## src/rtl/multi_channel_sensor_sequencer.sv

```systemverilog
// Scans the sensors selected in a mask through one shared ADC, averages 2^avg_log2
// conversions per channel and streams one result per channel over valid/ready.
module multi_channel_sensor_sequencer #(
    parameter int NUM_CHANNELS   = 4,
    parameter int ADC_WIDTH      = 16,
    parameter int CONFIG_WIDTH   = 3,
    parameter int MAX_AVG_LOG2   = 4,
    parameter int SETTLE_CYCLES  = 16,
    parameter int TIMEOUT_CYCLES = 4096,
    localparam int AVG_W = $clog2(MAX_AVG_LOG2 + 1),
    localparam int CH_W  = (NUM_CHANNELS > 1) ? $clog2(NUM_CHANNELS) : 1
) (
    input  logic                    clk,
    input  logic                    rst,
    input  logic                    start,
    input  logic                    abort,
    input  logic [NUM_CHANNELS-1:0] channel_mask,
    input  logic [AVG_W-1:0]        avg_log2,
    input  logic [CONFIG_WIDTH-1:0] config_in,
    output logic                    busy,
    output logic                    done,
    output logic [CONFIG_WIDTH-1:0] sens_config,
    output logic [NUM_CHANNELS-1:0] sens_enable,
    output logic [NUM_CHANNELS-1:0] sens_read,
    output logic                    adc_enable,
    output logic                    adc_read,
    input  logic                    adc_conversion_complete,
    input  logic [ADC_WIDTH-1:0]    adc_value,
    output logic                    result_valid,
    input  logic                    result_ready,
    output logic [CH_W-1:0]         result_channel,
    output logic [ADC_WIDTH-1:0]    result_value,
    output logic                    result_timeout
);

    localparam int ACC_W = ADC_WIDTH + MAX_AVG_LOG2;
    localparam int SMP_W = MAX_AVG_LOG2 + 1;
    localparam int STL_W = $clog2(SETTLE_CYCLES + 1);
    localparam int TMO_W = $clog2(TIMEOUT_CYCLES + 1);

    typedef enum logic [2:0] {
        IDLE, SETTLE, READ, WAIT, RESULT, NEXT, DONE
    } state_t;

    state_t                  state_reg, state_next;
    logic [NUM_CHANNELS-1:0] mask_reg, mask_next;
    logic [AVG_W-1:0]        avg_reg, avg_next;
    logic [CONFIG_WIDTH-1:0] config_reg, config_next;
    logic [CH_W-1:0]         ch_reg, ch_next;
    logic [ACC_W-1:0]        acc_reg, acc_next;
    logic                    tmo_flag_reg, tmo_flag_next;
    logic [STL_W-1:0]        settle_cnt_reg, settle_cnt_next;
    logic [TMO_W-1:0]        tmo_cnt_reg, tmo_cnt_next;
    logic [SMP_W-1:0]        sample_cnt_reg, sample_cnt_next;
    logic                    adc_en_reg, adc_en_next;

    logic [NUM_CHANNELS-1:0] lower_seen;
    logic [NUM_CHANNELS-1:0] low_onehot;
    logic [NUM_CHANNELS-1:0] chan_onehot;
    logic [CH_W-1:0]         low_idx;
    logic [SMP_W-1:0]        sample_inc;
    logic [SMP_W-1:0]        sample_target;
    logic                    tmo_hit;
    logic                    chan_active;
    logic [ADC_WIDTH-1:0]    avg_value;

    // Lowest set bit of the remaining mask, and decode of the active channel
    genvar gi;
    generate
        for (gi = 0; gi < NUM_CHANNELS; gi++) begin : g_chan
            if (gi == 0) begin : g_first
                assign lower_seen[gi] = 1'b0;
            end else begin : g_rest
                assign lower_seen[gi] = lower_seen[gi-1] | mask_reg[gi-1];
            end
            assign low_onehot[gi]  = mask_reg[gi] & ~lower_seen[gi];
            assign chan_onehot[gi] = (ch_reg == CH_W'(gi));
        end
    endgenerate

    always_comb begin
        low_idx = '0;
        for (int i = 0; i < NUM_CHANNELS; i++) begin
            if (low_onehot[i]) low_idx = low_idx | CH_W'(i);
        end
    end

    assign sample_inc    = sample_cnt_reg + SMP_W'(1);
    assign sample_target = SMP_W'(1) << avg_reg;
    assign tmo_hit       = (tmo_cnt_reg == TMO_W'(TIMEOUT_CYCLES - 1));
    assign avg_value     = ADC_WIDTH'(acc_reg >> avg_reg);

    always_ff @(posedge clk) begin
        if (rst) begin
            state_reg      <= IDLE;
            mask_reg       <= '0;
            avg_reg        <= '0;
            config_reg     <= '0;
            ch_reg         <= '0;
            acc_reg        <= '0;
            tmo_flag_reg   <= 1'b0;
            settle_cnt_reg <= '0;
            tmo_cnt_reg    <= '0;
            sample_cnt_reg <= '0;
            adc_en_reg     <= 1'b0;
        end else begin
            state_reg      <= state_next;
            mask_reg       <= mask_next;
            avg_reg        <= avg_next;
            config_reg     <= config_next;
            ch_reg         <= ch_next;
            acc_reg        <= acc_next;
            tmo_flag_reg   <= tmo_flag_next;
            settle_cnt_reg <= settle_cnt_next;
            tmo_cnt_reg    <= tmo_cnt_next;
            sample_cnt_reg <= sample_cnt_next;
            adc_en_reg     <= adc_en_next;
        end
    end

    always_comb begin
        state_next      = state_reg;
        mask_next       = mask_reg;
        avg_next        = avg_reg;
        config_next     = config_reg;
        ch_next         = ch_reg;
        acc_next        = acc_reg;
        tmo_flag_next   = tmo_flag_reg;
        settle_cnt_next = settle_cnt_reg;
        tmo_cnt_next    = tmo_cnt_reg;
        sample_cnt_next = sample_cnt_reg;
        adc_en_next     = adc_en_reg;

        case (state_reg)
            IDLE: begin
                if (start && !abort) begin
                    mask_next       = channel_mask;
                    config_next     = config_in;
                    avg_next        = (avg_log2 > AVG_W'(MAX_AVG_LOG2)) ? AVG_W'(MAX_AVG_LOG2) : avg_log2;
                    acc_next        = '0;
                    tmo_flag_next   = 1'b0;
                    sample_cnt_next = '0;
                    state_next      = (channel_mask == '0) ? DONE : NEXT;
                end
            end
            NEXT: begin
                if (mask_reg == '0) begin
                    state_next = DONE;
                end else begin
                    ch_next         = low_idx;
                    mask_next       = mask_reg & ~low_onehot;
                    settle_cnt_next = '0;
                    sample_cnt_next = '0;
                    adc_en_next     = 1'b1;
                    state_next      = SETTLE;
                end
            end
            SETTLE: begin
                if (settle_cnt_reg == STL_W'(SETTLE_CYCLES - 1)) begin
                    state_next = READ;
                end else begin
                    settle_cnt_next = settle_cnt_reg + STL_W'(1);
                end
            end
            READ: begin
                tmo_cnt_next = '0;
                state_next   = WAIT;
            end
            WAIT: begin
                // A missing conversion contributes zero but still counts as a sample
                if (adc_conversion_complete) begin
                    acc_next = acc_reg + ACC_W'(adc_value);
                end else if (tmo_hit) begin
                    tmo_flag_next = 1'b1;
                end else begin
                    tmo_cnt_next = tmo_cnt_reg + TMO_W'(1);
                end
                if (adc_conversion_complete || tmo_hit) begin
                    sample_cnt_next = sample_inc;
                    state_next      = (sample_inc == sample_target) ? RESULT : READ;
                end
            end
            RESULT: begin
                if (result_ready) begin
                    acc_next      = '0;
                    tmo_flag_next = 1'b0;
                    state_next    = NEXT;
                end
            end
            DONE: begin
                adc_en_next = 1'b0;
                state_next  = IDLE;
            end
            default: begin
                state_next = IDLE;
            end
        endcase

        // Abort drops everything, including a pending result; the config is kept
        if (abort && state_reg != IDLE) begin
            state_next      = IDLE;
            mask_next       = '0;
            acc_next        = '0;
            tmo_flag_next   = 1'b0;
            settle_cnt_next = '0;
            tmo_cnt_next    = '0;
            sample_cnt_next = '0;
            adc_en_next     = 1'b0;
        end
    end

    assign chan_active    = (state_reg == SETTLE) || (state_reg == READ) ||
                            (state_reg == WAIT)   || (state_reg == RESULT);
    assign sens_enable    = chan_active ? chan_onehot : '0;
    assign sens_read      = (state_reg == READ) ? chan_onehot : '0;
    assign adc_read       = (state_reg == READ);
    assign adc_enable     = adc_en_reg;
    assign busy           = (state_reg != IDLE);
    assign done           = (state_reg == DONE);
    assign sens_config    = config_reg;
    assign result_valid   = (state_reg == RESULT);
    assign result_channel = result_valid ? ch_reg : '0;
    assign result_value   = result_valid ? avg_value : '0;
    assign result_timeout = result_valid & tmo_flag_reg;

endmodule

```

## config.mk

```make
export PLATFORM = sky130hd
export DESIGN_NAME = multi_channel_sensor_sequencer
export DESIGN_NICKNAME = d
export VERILOG_FILES = /design/src/rtl/multi_channel_sensor_sequencer.sv
export SDC_FILE = /design/constraint.sdc
export NUM_CORES = 1
export LEC_CHECK = 0
export CAP_MARGIN = 20
export CORE_UTILIZATION = 40
export DETAILED_ROUTE_END_ITERATION = 7
export DONT_BUFFER_PORTS = 1
export GPL_ROUTABILITY_DRIVEN = 0
export PLACE_DENSITY_LB_ADDON = 0.12
export REMOVE_ABC_BUFFERS = 1
export SLEW_MARGIN = 20
export SYNTH_ARGS = -nofsm -noshare
export SYNTH_HDL_FRONTEND = slang
export SYNTH_SLANG_ARGS = --single-unit
```

## constraint.sdc

```tcl
create_clock -name clk -period 4.65 [get_ports clk]
set_input_delay 0.2325 -clock clk [delete_from_list [all_inputs] [get_ports clk]]
set_output_delay 0.2325 -clock clk [all_outputs]
set_load 0.005 [all_outputs]
```

==> metrics.txt <==
maximum number of pins on one net before global-route repair=30; WP depth=6; CTS buffer count=9; post-synthesis async set-or-reset flop share=0; Setup CP Type=flip-flop to flip-flop; r2r setup slk=2080 ps; clk slew on worst S/H paths=70 ps; main combinational cell family by area after synthesis=simple AND/OR/NAND/NOR gates; Crit path arrival time=~2900 ps; share of Yosys cell area claimed by the top area cell type=0.273; final cycle utilization of the critical path=0.552; Cell Chain, Critical Path=or3_1, a21o_1, nor2_4, nor4bb_1, a211oi_1, nand2_1; die area=11,400 µm²; distinct cell type count after synthesis=between 60 and 70; first-pass GRT wire length=18,500 µm; Critical Path Slowest Stage Cell=a21o_1; Leak=1.63 nW; area leader, netlist=dfxtp_1; number of flops mapped to enable cells by yosys=0; n_diodes=0; postcts setup bufs=0; latest clock arrival within the worst-skew pair=360 ps; WHS=16.8 ps; Die Ht=~110 µm; Antenna Nets Post-Route=0; Synth area leaders=dfxtp_1 (27%), nor2_1 (7.7%), mux4_2 (6.1%); Crit. End Element=flip-flop; core area=10,500 µm²; Synth Area in Adders=0.0615; Post-Synth XOR/XNOR Area=0.0518; Synth Area in Compound Gates=0.197; via density per instance=a little under 6; total number of vias=3,914; Design Power=around 0.0015 W; Max stage delay on crit path=about 580 ps; simple-gate portion of the synthesized area=0.261; Clock Sinks=60; pre-CTS setup slack=2060 ps; end point of the critical path=acc_reg[13]; initial antenna violation count=0; mux contribution to synthesized area=0.112; I/O pin cnt=67; post-synthesis register bit count=60; fmax=390 MHz; IO buf count=0; layout cells sized above 1=0.0850; Setup WS post-layout=2080 ps; Seq/Total Area, Yosys=0.273; DRC Markers=0; warnings from Yosys=0; Buffers & Inverters on Critical Path=0; chip width=107 µm; final hold vios=0; Cell Area, Placed=around 4500 µm²; DR iter-0 viols=210; clk root buf=clkbuf_8; cell row count=37; Setup Viol. Count Final=0; outcome=finished, final reports clean; # Max-Cap Violations=0; # fillers=1,076; H-tree Lvls=3; Tightest Hold Check Type=input pin to flip-flop; syn avg cell area=8.08 µm²; Max-slew headroom=0.314; CTS tree=yes; Worst Setup SP=state_reg[0]; R2R Path End=acc_reg[13]; Tightest Pin Transition=slightly above 1000 ps; Synth-to-Final Area Change=7.14%; reg2reg start=state_reg[0]; Initial Utilization=0.419; DRT Wirelength=11,200 µm; VDD IR max=0.000187 V; CTS max path bufs=2; crit-path max FO=27; drt first pass iters=4; Mapped Area=4400 µm²; top_reg_cell synth=dfxtp_1; max reg flops=20; WL per Instance=16.5 µm; total gr overflow=0; setup TNS=0 ps; Max Slew Vio Count=0; critical path startpoint category=flip-flop; vias in the first global route=3,746; Critical Path RT=about 5000 ps; post-DP HPWL=8500 µm; Syn Inst Count=~540; fin area=around 4700 µm²; All-Layer GR Usage=0.208; reg2reg path depth=6; RSZ-0062 raised after global routing=false; min Tclk post-route=~2600 ps; Final Net Count=589; Pwr Density=slightly above 300 nW/µm²; top cell family by delay on the critical path=simple AND/OR/NAND/NOR gates; clk_skew=10.9 ps
[how the worst min path moves through the flow]
stage | from | endpoint | slack (ps) | cells after the start
finish | config_in[0] | sens_config[0] | 20 | 2
detailed placement | rst | avg_reg[2] | 310 | 1
floorplan | rst | avg_reg[0] | 300 | 1
global route | channel_mask[3] | mask_reg[3] | 4 | 2
global placement | rst | sens_config[1] | 300 | 1
CTS | config_in[0] | sens_config[0] | 5 | 2
[metrics by stage]
step                 util  std cells
detailed placement  0.424        657
CTS                 0.448        677
global route        0.448        677
global placement    0.424        657
finish              0.448        677
floorplan               -        518
[synthesized netlist by cell type, types with 12 or more instances]
cell and count:
a21oi_1 39, dfxtp_1 60, ha_1 20, inv_1 14, mux2i_1 20, mux4_2 12
nand2_1 41, nand3_1 18, nor2_1 90, nor3_1 13, o21ai_0 18, xor2_1 15
[final cells by class]
type                    count  area [µm²]  area share
repair buffers              7        62.6      0.0133
clock inverters             4        72.6      0.0154
inverters                  14        52.6      0.0112
well taps                 136         170      0.0361
flip-flops and latches     60        1200       0.255
clock buffers              12         145      0.0308
multi-input cells         444        3010       0.638
[power by group]
part           switching [W]  total (W)  internal, W
registers          0.0000418   0.000581     0.000539
logic               0.000246   0.000361     0.000116
clock network       0.000212   0.000528     0.000316
[repair_timing]
action                                 CTS  global route
hold buffers                             4             0
resized for setup                        0             0
endpoints found under the hold margin    9             0
[per-layer routing]
| layer | vias up | global-route usage | wire length, µm |
|---|---|---|---|
| met3 | 16 | 0.0729 | 636 |
| met4 | 0 | 0.0734 | 243 |
| met5 | - | 0 | 0 |
| met1 | 1846 | 0.248 | 5030 |
| met2 | 71 | 0.346 | 5260 |
| li1 | 1981 | - | - |
[cell usage in the layout (no fill, tap or decap), types with 5 or more instances in the layout]
cell type,synthesis,routed
nand2b_1,7,7
nand3b_1,6,6
clkbuf_8,0,10
o2111ai_1,5,5
nand4_1,9,9
xnor2_1,11,11
or2_2,5,5
nor2_1,90,90
xor2_1,15,15
and3_1,9,9
nor3_1,13,13
mux2i_1,20,20
ha_1,20,20
o21a_1,6,6
a211oi_1,10,10
mux4_2,12,12
o21ai_0,18,18
nand2_1,41,41
a21o_1,7,7
dfxtp_1,60,60
a22o_1,10,10
a21oi_1,39,39
a31oi_1,10,10
nor2b_1,7,7
nand3_1,18,18
inv_1,14,14
[logic make-up (layout without fill, tap and decap cells)]
kind of cell	count (synthesis)	count (layout)
multiplexers	34	34
adder cells (fa/ha/maj)	21	21
AO/OA/AOI/OAI	131	131
buffers and inverters	40	37
XOR/XNOR	26	26
AND/OR/NAND/NOR	232	232
flip-flops	60	60
Note: power is estimated with default switching activity, not from simulation.
